--- config.mk ---
export PLATFORM = sky130hd
export DESIGN_NAME = multicycle_ctrl
export DESIGN_NICKNAME = d
export VERILOG_FILES = /design/src/rtl/ctrl_pkg.sv /design/src/rtl/ctrl_out_decode.sv /design/src/rtl/multicycle_ctrl.sv
export SDC_FILE = /design/constraint.sdc
export NUM_CORES = 1
export LEC_CHECK = 0
export BUFFER_PORTS_ARGS = -buffer_cell sky130_fd_sc_hd__buf_4
export CAP_MARGIN = 30
export CORE_MARGIN = 1.5
export CORE_UTILIZATION = 56
export DETAILED_ROUTE_END_ITERATION = 8
export MAX_ROUTING_LAYER = met4
export PLACE_DENSITY = 0.93
export SYNTH_ARGS = -nofsm -noshare
export SYNTH_HDL_FRONTEND = slang
export SYNTH_HIERARCHICAL = 1
export SYNTH_SLANG_ARGS = --single-unit
--- constraint.sdc ---
create_clock -name clk_i -period 3.6 [get_ports clk_i]
set_clock_uncertainty 0.05 [all_clocks]
set_input_delay 1.08 -clock clk_i [delete_from_list [all_inputs] [get_ports clk_i]]
set_output_delay 1.08 -clock clk_i [all_outputs]
set_load 0.005 [all_outputs]
--- src/rtl/ctrl_pkg.sv ---
// Shared encodings for the multicycle MIPS-subset controller: states, opcodes,
// and the datapath mux/op codes driven by the control outputs.
package ctrl_pkg;

   typedef enum logic [3:0] {
      ST_RST      = 4'd0,
      ST_FETCH    = 4'd1,
      ST_DECODE   = 4'd2,
      ST_MEM_ADDR = 4'd3,
      ST_MEM_RD   = 4'd4,
      ST_MEM_WB   = 4'd5,
      ST_MEM_WR   = 4'd6,
      ST_R_EXEC   = 4'd7,
      ST_R_WB     = 4'd8,
      ST_I_EXEC   = 4'd9,
      ST_I_WB     = 4'd10,
      ST_BRANCH   = 4'd11,
      ST_JUMP     = 4'd12
   } state_t;

   localparam logic [5:0] OP_RTYPE = 6'h00;
   localparam logic [5:0] OP_J     = 6'h02;
   localparam logic [5:0] OP_BEQ   = 6'h04;
   localparam logic [5:0] OP_BNE   = 6'h05;
   localparam logic [5:0] OP_ADDI  = 6'h08;
   localparam logic [5:0] OP_SLTI  = 6'h0A;
   localparam logic [5:0] OP_ANDI  = 6'h0C;
   localparam logic [5:0] OP_ORI   = 6'h0D;
   localparam logic [5:0] OP_LW    = 6'h23;
   localparam logic [5:0] OP_SW    = 6'h2B;

   localparam logic [1:0] ALU_ADD   = 2'd0;
   localparam logic [1:0] ALU_SUB   = 2'd1;
   localparam logic [1:0] ALU_FUNCT = 2'd2;
   localparam logic [1:0] ALU_IMM   = 2'd3;

   localparam logic [1:0] SRCB_RT      = 2'd0;
   localparam logic [1:0] SRCB_FOUR    = 2'd1;
   localparam logic [1:0] SRCB_IMM     = 2'd2;
   localparam logic [1:0] SRCB_IMM_SH2 = 2'd3;

   localparam logic [1:0] PCSRC_ALU    = 2'd0;
   localparam logic [1:0] PCSRC_ALUOUT = 2'd1;
   localparam logic [1:0] PCSRC_JUMP   = 2'd2;

   // Wide enough for the largest allowed wait limit (31).
   localparam int WAIT_W = 5;

   function automatic logic op_legal(input logic [5:0] op);
      case (op)
         OP_RTYPE, OP_J, OP_BEQ, OP_BNE, OP_ADDI, OP_SLTI,
         OP_ANDI, OP_ORI, OP_LW, OP_SW: return 1'b1;
         default: return 1'b0;
      endcase
   endfunction

   // Logical immediates (andi/ori) zero-extend; everything else sign-extends.
   function automatic logic op_zero_ext(input logic [5:0] op);
      return (op == OP_ANDI) || (op == OP_ORI);
   endfunction

   function automatic logic is_wait_state(input state_t s);
      return (s == ST_FETCH) || (s == ST_MEM_RD) || (s == ST_MEM_WR);
   endfunction

endpackage

--- src/rtl/ctrl_out_decode.sv ---
// Combinational control-output map: (state, opcode, zero, mem_ready) -> datapath
// controls. Unlisted outputs stay 0 in every state.
module ctrl_out_decode
   import ctrl_pkg::*;
(
   input  state_t     state_i,
   input  logic [5:0] opcode_i,
   input  logic       zero_i,
   input  logic       mem_ready_i,
   output logic       pc_write_o,
   output logic       ir_write_o,
   output logic       iord_o,
   output logic       mem_read_o,
   output logic       mem_write_o,
   output logic       ext_zero_o,
   output logic       alu_src_a_o,
   output logic [1:0] alu_src_b_o,
   output logic [1:0] alu_op_o,
   output logic       reg_dst_o,
   output logic       mem_to_reg_o,
   output logic       reg_write_o,
   output logic [1:0] pc_src_o,
   output logic       illegal_o
);

   always_comb begin
      pc_write_o   = 1'b0;
      ir_write_o   = 1'b0;
      iord_o       = 1'b0;
      mem_read_o   = 1'b0;
      mem_write_o  = 1'b0;
      ext_zero_o   = 1'b0;
      alu_src_a_o  = 1'b0;
      alu_src_b_o  = SRCB_RT;
      alu_op_o     = ALU_ADD;
      reg_dst_o    = 1'b0;
      mem_to_reg_o = 1'b0;
      reg_write_o  = 1'b0;
      pc_src_o     = PCSRC_ALU;
      illegal_o    = 1'b0;
      case (state_i)
         ST_FETCH: begin
            // PC+4 and IR load only in the cycle the memory delivers.
            mem_read_o  = 1'b1;
            alu_src_b_o = SRCB_FOUR;
            pc_write_o  = mem_ready_i;
            ir_write_o  = mem_ready_i;
         end
         ST_DECODE: begin
            alu_src_b_o = SRCB_IMM_SH2;
            illegal_o   = !op_legal(opcode_i);
         end
         ST_MEM_ADDR: begin
            alu_src_a_o = 1'b1;
            alu_src_b_o = SRCB_IMM;
         end
         ST_MEM_RD: begin
            mem_read_o = 1'b1;
            iord_o     = 1'b1;
         end
         ST_MEM_WB: begin
            reg_write_o  = 1'b1;
            mem_to_reg_o = 1'b1;
         end
         ST_MEM_WR: begin
            mem_write_o = 1'b1;
            iord_o      = 1'b1;
         end
         ST_R_EXEC: begin
            alu_src_a_o = 1'b1;
            alu_op_o    = ALU_FUNCT;
         end
         ST_R_WB: begin
            reg_write_o = 1'b1;
            reg_dst_o   = 1'b1;
         end
         ST_I_EXEC: begin
            alu_src_a_o = 1'b1;
            alu_src_b_o = SRCB_IMM;
            alu_op_o    = ALU_IMM;
            ext_zero_o  = op_zero_ext(opcode_i);
         end
         ST_I_WB: begin
            reg_write_o = 1'b1;
            ext_zero_o  = op_zero_ext(opcode_i);
         end
         ST_BRANCH: begin
            alu_src_a_o = 1'b1;
            alu_op_o    = ALU_SUB;
            pc_src_o    = PCSRC_ALUOUT;
            pc_write_o  = ((opcode_i == OP_BEQ) && zero_i) ||
                          ((opcode_i == OP_BNE) && !zero_i);
         end
         ST_JUMP: begin
            pc_src_o   = PCSRC_JUMP;
            pc_write_o = 1'b1;
         end
         default: ;
      endcase
   end

endmodule

--- src/rtl/multicycle_ctrl.sv ---
// Multicycle MIPS-subset control FSM: state register, next-state logic, memory
// wait/timeout counter and retired-instruction counter.
module multicycle_ctrl #(
   parameter int WAIT_LIMIT = 16,
   parameter int CNT_W      = 32
) (
   input  logic             clk_i,
   input  logic             rst_i,
   input  logic [5:0]       opcode_i,
   input  logic             zero_i,
   input  logic             mem_ready_i,
   output logic             pc_write_o,
   output logic             ir_write_o,
   output logic             iord_o,
   output logic             mem_read_o,
   output logic             mem_write_o,
   output logic             ext_zero_o,
   output logic             alu_src_a_o,
   output logic [1:0]       alu_src_b_o,
   output logic [1:0]       alu_op_o,
   output logic             reg_dst_o,
   output logic             mem_to_reg_o,
   output logic             reg_write_o,
   output logic [1:0]       pc_src_o,
   output logic             illegal_o,
   output logic             timeout_o,
   output logic [CNT_W-1:0] instr_cnt_o,
   output logic [3:0]       state_o
);
   import ctrl_pkg::*;

   localparam logic [WAIT_W-1:0] LIMIT_M1 = WAIT_W'(WAIT_LIMIT - 1);

   state_t              state_q, state_d;
   logic [WAIT_W-1:0]   wait_q, wait_d;
   logic [CNT_W-1:0]    cnt_q, cnt_d;
   logic                waiting;
   logic                timeout;
   logic                retire;

   // Memory handshake: a request (mem_read_o/mem_write_o) is held while
   // mem_ready_i=0; the access completes in the cycle mem_ready_i=1 is seen
   // with the request up. Ready in the limit cycle beats the timeout.
   always_comb begin
      state_d = state_q;
      retire  = 1'b0;
      waiting = is_wait_state(state_q);
      timeout = waiting && !mem_ready_i && (wait_q == LIMIT_M1);
      case (state_q)
         ST_RST:      state_d = ST_FETCH;
         ST_FETCH: begin
            if (mem_ready_i)  state_d = ST_DECODE;
            else if (timeout) state_d = ST_FETCH;
         end
         ST_DECODE: begin
            case (opcode_i)
               OP_RTYPE:                          state_d = ST_R_EXEC;
               OP_LW, OP_SW:                      state_d = ST_MEM_ADDR;
               OP_BEQ, OP_BNE:                    state_d = ST_BRANCH;
               OP_J:                              state_d = ST_JUMP;
               OP_ADDI, OP_SLTI, OP_ANDI, OP_ORI: state_d = ST_I_EXEC;
               default:                           state_d = ST_FETCH;
            endcase
         end
         ST_MEM_ADDR: state_d = (opcode_i == OP_SW) ? ST_MEM_WR : ST_MEM_RD;
         ST_MEM_RD: begin
            if (mem_ready_i)  state_d = ST_MEM_WB;
            else if (timeout) state_d = ST_FETCH;
         end
         ST_MEM_WR: begin
            if (mem_ready_i) begin
               state_d = ST_FETCH;
               retire  = 1'b1;
            end else if (timeout) begin
               state_d = ST_FETCH;
            end
         end
         ST_R_EXEC:   state_d = ST_R_WB;
         ST_I_EXEC:   state_d = ST_I_WB;
         ST_MEM_WB, ST_R_WB, ST_I_WB, ST_BRANCH, ST_JUMP: begin
            state_d = ST_FETCH;
            retire  = 1'b1;
         end
         default:     state_d = ST_RST;
      endcase

      // Count only cycles spent re-waiting in the same memory state.
      if (waiting && (state_d == state_q) && !timeout) wait_d = wait_q + 1'b1;
      else                                             wait_d = '0;

      cnt_d = cnt_q + {{(CNT_W-1){1'b0}}, retire};
   end

   always_ff @(posedge clk_i) begin
      if (rst_i) begin
         state_q <= ST_RST;
         wait_q  <= '0;
         cnt_q   <= '0;
      end else begin
         state_q <= state_d;
         wait_q  <= wait_d;
         cnt_q   <= cnt_d;
      end
   end

   ctrl_out_decode u_decode (
      .state_i      (state_q),
      .opcode_i     (opcode_i),
      .zero_i       (zero_i),
      .mem_ready_i  (mem_ready_i),
      .pc_write_o   (pc_write_o),
      .ir_write_o   (ir_write_o),
      .iord_o       (iord_o),
      .mem_read_o   (mem_read_o),
      .mem_write_o  (mem_write_o),
      .ext_zero_o   (ext_zero_o),
      .alu_src_a_o  (alu_src_a_o),
      .alu_src_b_o  (alu_src_b_o),
      .alu_op_o     (alu_op_o),
      .reg_dst_o    (reg_dst_o),
      .mem_to_reg_o (mem_to_reg_o),
      .reg_write_o  (reg_write_o),
      .pc_src_o     (pc_src_o),
      .illegal_o    (illegal_o)
   );

   assign timeout_o   = timeout;
   assign instr_cnt_o = cnt_q;
   assign state_o     = state_q;

endmodule

==> metrics.txt <==
slew of the pin with the lowest slew margin=0.657 ns; share of layout cells above drive strength 1=0.249; type of element launching the critical path=flip-flop; FFs w/ async S/R, synth=0; worst setup path class=reg2reg; most area-consuming cells after synthesis=sky130_fd_sc_hd__dfxtp_1 37%, sky130_fd_sc_hd__xor2_1 10%, sky130_fd_sc_hd__nor2_1 7.6%, sky130_fd_sc_hd__nand4_1 3.7%, sky130_fd_sc_hd__xnor2_1 3.6%; power density relative to cell area=311 mW/mm^2; vias per cell=5.58; cell type group with the largest total delay on the critical path=simple AND/OR/NAND/NOR gates; HPWL after DPL=3560 microns; Clock Tree Root=sky130_fd_sc_hd__clkbuf_8; most frequently used cell type in the post-synthesis netlist=sky130_fd_sc_hd__nor2_1; ys flop type=sky130_fd_sc_hd__dfxtp_1; Layout Area Growth over Synthesis=26.6%; number of endpoints failing setup at the final stage=0; met2 WL=2590 microns; clock tree from TritonCTS=built; maximum buffer depth of the clock tree=2; r2r setup slk=0.53 ns; met1 wire length=2090 microns; number of sinks handled by clock tree synthesis=41; Critical Path Stages=11; LEAKAGE=1.23 nW; largest area contributor in the synthesized netlist=sky130_fd_sc_hd__dfxtp_1; Num CTS Buffers=5; source-to-sink clock delay at the later pin of the worst-skew pair=0.29 ns; antenna violations before repair=0; Final Total Pwr=873 uW; most common library cells after synthesis=45 x sky130_fd_sc_hd__nor2_1, 41 x sky130_fd_sc_hd__dfxtp_1, 26 x sky130_fd_sc_hd__xor2_1; number of iterations in the first detailed-routing pass=4; number of flip-flops and latches in the synthesized netlist=41; largest fanout on the critical path=17; uppermost layer routed=met4; GRT Total Usage=0.256; number of resized instances in the post-cts repair step=0; achievable frequency=0.326 GHz; Register-to-Register Path Depth=11; worst min path class=reg2reg; DRC errors left=0; yosys warns=6; cell area after technology mapping=0.00221 sq mm; Min Hold Slack=0.415 ns; Starting Density=0.596; Synth Area per Inst=8.39 sq um; residual overflow from global routing=0; count of flip-flops with a built-in enable after synthesis=0; number of H-tree levels=2; number of instances in the synthesized netlist=264; minimum clock period=3.07 ns; horizontal die dimension=65.9 microns; wire length of the first global-routing pass=8480 microns; post-CTS clock slew at the launch and capture registers of the worst setup and hold paths=0.08 ns; cell type of the slowest stage on the worst timing path=sky130_fd_sc_hd__dfxtp_1; worst voltage drop across the vdd grid=0.241 mV; number of top-level pins=64; Total Routed Length=5020 microns; result of the run=completed; unrepaired setup endpoints after global routing=no; number of unique standard cell types used by synthesis=49; Worst path max stage delay=0.68 ns; number of buffer and inverter instances along the worst setup path=0; # port buffers=63; core occupancy in the finished layout=0.755; Crit Reg-Reg Startpoint=state_o[1]; placer's final routability congestion estimate=0.888; CP Data Required Time=3.73 ns; post-synthesis sequential area ratio=0.371; share of the cycle needed by the critical path after routing=0.853; remaining max-slew budget at the tightest pin=0.561; DRC marker count from the first detailed-route iteration=120; metal3 WL=280 microns; # hold bufs at CTS=0; FP Rows=22; hold_sp=wait_q[0]; Diodes inserted=0; remaining antenna violation count after routing=0; DIE AREA=0.00434 sq mm; vias in the first global route=2003; Worst EP arrival=3.20 ns; number of hold-slack violations in the final timing report=0; core region area=0.00372 sq mm; MaxCap Viol Count=0; top cell type's share of synthesized area=0.371; hold path endpoint=wait_q[0]; Chip Height=65.9 microns; vias post-DR=2083; count of pins over their slew limit=0; number of nets in the finished design=338; Crit. End Element=flip-flop; maximum number of pins on one net before global-route repair=38; Post-CTS Setup Repair Bufs=0; depth of the worst hold-timing path=1; Final TNS setup=0 ns; Crit Reg-Reg Endpoint=instr_cnt_o[26]; synthesized net count=278; cells along the critical path=nand2_1 > nor3b_1 > a21oi_1 > o221ai_1 > ha_1 > ha_1 > nand4_1 > nor3_4 > nand4_1 > xor2_1 > nor2_1; Routed WL per cell=13.5 microns
-- how the worst max path moves through the flow --
stage | from | endpoint
5_1_grt | state_o[2] | instr_cnt_o[26]
3_3_place_gp | mem_ready_i | instr_cnt_o[30]
2_1_floorplan | mem_ready_i | instr_cnt_o[28]
4_1_cts | state_o[1] | instr_cnt_o[26]
6_report | state_o[1] | instr_cnt_o[26]
3_5_place_dp | mem_ready_i | instr_cnt_o[26]
-- through the flow --
stage | cell area, sq um | worst slack [ns] | std cells
6_report | 2800 | 0.528 | 373
5_1_grt | 2800 | 0.255 | 373
4_1_cts | 2800 | 0.533 | 373
3_5_place_dp | 2700 | 0.271 | 365
3_3_place_gp | 2700 | 0.423 | 365
2_1_floorplan | 2210 | 0.774 | 264
-- routing by layer --
metal  up-vias  global-route usage
met5         -                   -
met3         6              0.0494
li1       1035                   -
met1       975               0.282
met2        67               0.461
met4         0              0.0859
-- logic make-up after synthesis --
family / after synthesis / share of synthesized area
compound gates: 23 / 0.0689
buf+inv: 17 / 0.0373
mux: 2 / 0.00904
fa+ha+maj: 4 / 0.0226
simple gates: 142 / 0.353
flops: 41 / 0.371
xor+xnor: 35 / 0.138
-- worst reg2reg max path: stages, from the launching register on --
cell and delay, ns:
sky130_fd_sc_hd__dfxtp_1 0.68, sky130_fd_sc_hd__nand2_1 0.20, sky130_fd_sc_hd__nor3b_1 0.23, sky130_fd_sc_hd__a21oi_1 0.06
sky130_fd_sc_hd__o221ai_1 0.21, sky130_fd_sc_hd__ha_1 0.24, sky130_fd_sc_hd__ha_1 0.24, sky130_fd_sc_hd__nand4_1 0.18
sky130_fd_sc_hd__nor3_4 0.39, sky130_fd_sc_hd__nand4_1 0.20, sky130_fd_sc_hd__xor2_1 0.21, sky130_fd_sc_hd__nor2_1 0.06
-- placed cells by master (no fill, tap or decap), types with 7 or more instances in the layout --
cell type                   n
sky130_fd_sc_hd__and3_1    10
sky130_fd_sc_hd__buf_4     65
sky130_fd_sc_hd__nand4_1   13
sky130_fd_sc_hd__nor2_1    45
sky130_fd_sc_hd__nand3_1   13
sky130_fd_sc_hd__dfxtp_1   41
sky130_fd_sc_hd__clkbuf_8   7
sky130_fd_sc_hd__xnor2_1    9
sky130_fd_sc_hd__xor2_1    26
sky130_fd_sc_hd__nand2_1   19
-- flip-flops by register name, summed over array words and instances (netlist names) --
signal	cells
state_o	4
instr_cnt_o	32
wait_q	5
-- layout make-up --
cell class / count / area, sq um
clock buffer: 7 / 96.3
tap: 48 / 60.1
fill: 302 / 912
sequential: 41 / 821
timing repair buffer: 65 / 488
clock inverter: 1 / 8.76
inverter: 5 / 18.8
multi-input combinational: 206 / 1310
-- report_power, final --
group / switching, mW / leakage (nW) / internal [mW]
clock: 0.160 / 0.0549 / 0.177
combinational: 0.0376 / 0.843 / 0.0345
sequential: 0.00791 / 0.331 / 0.456
Power figures use the tool's default switching activity.
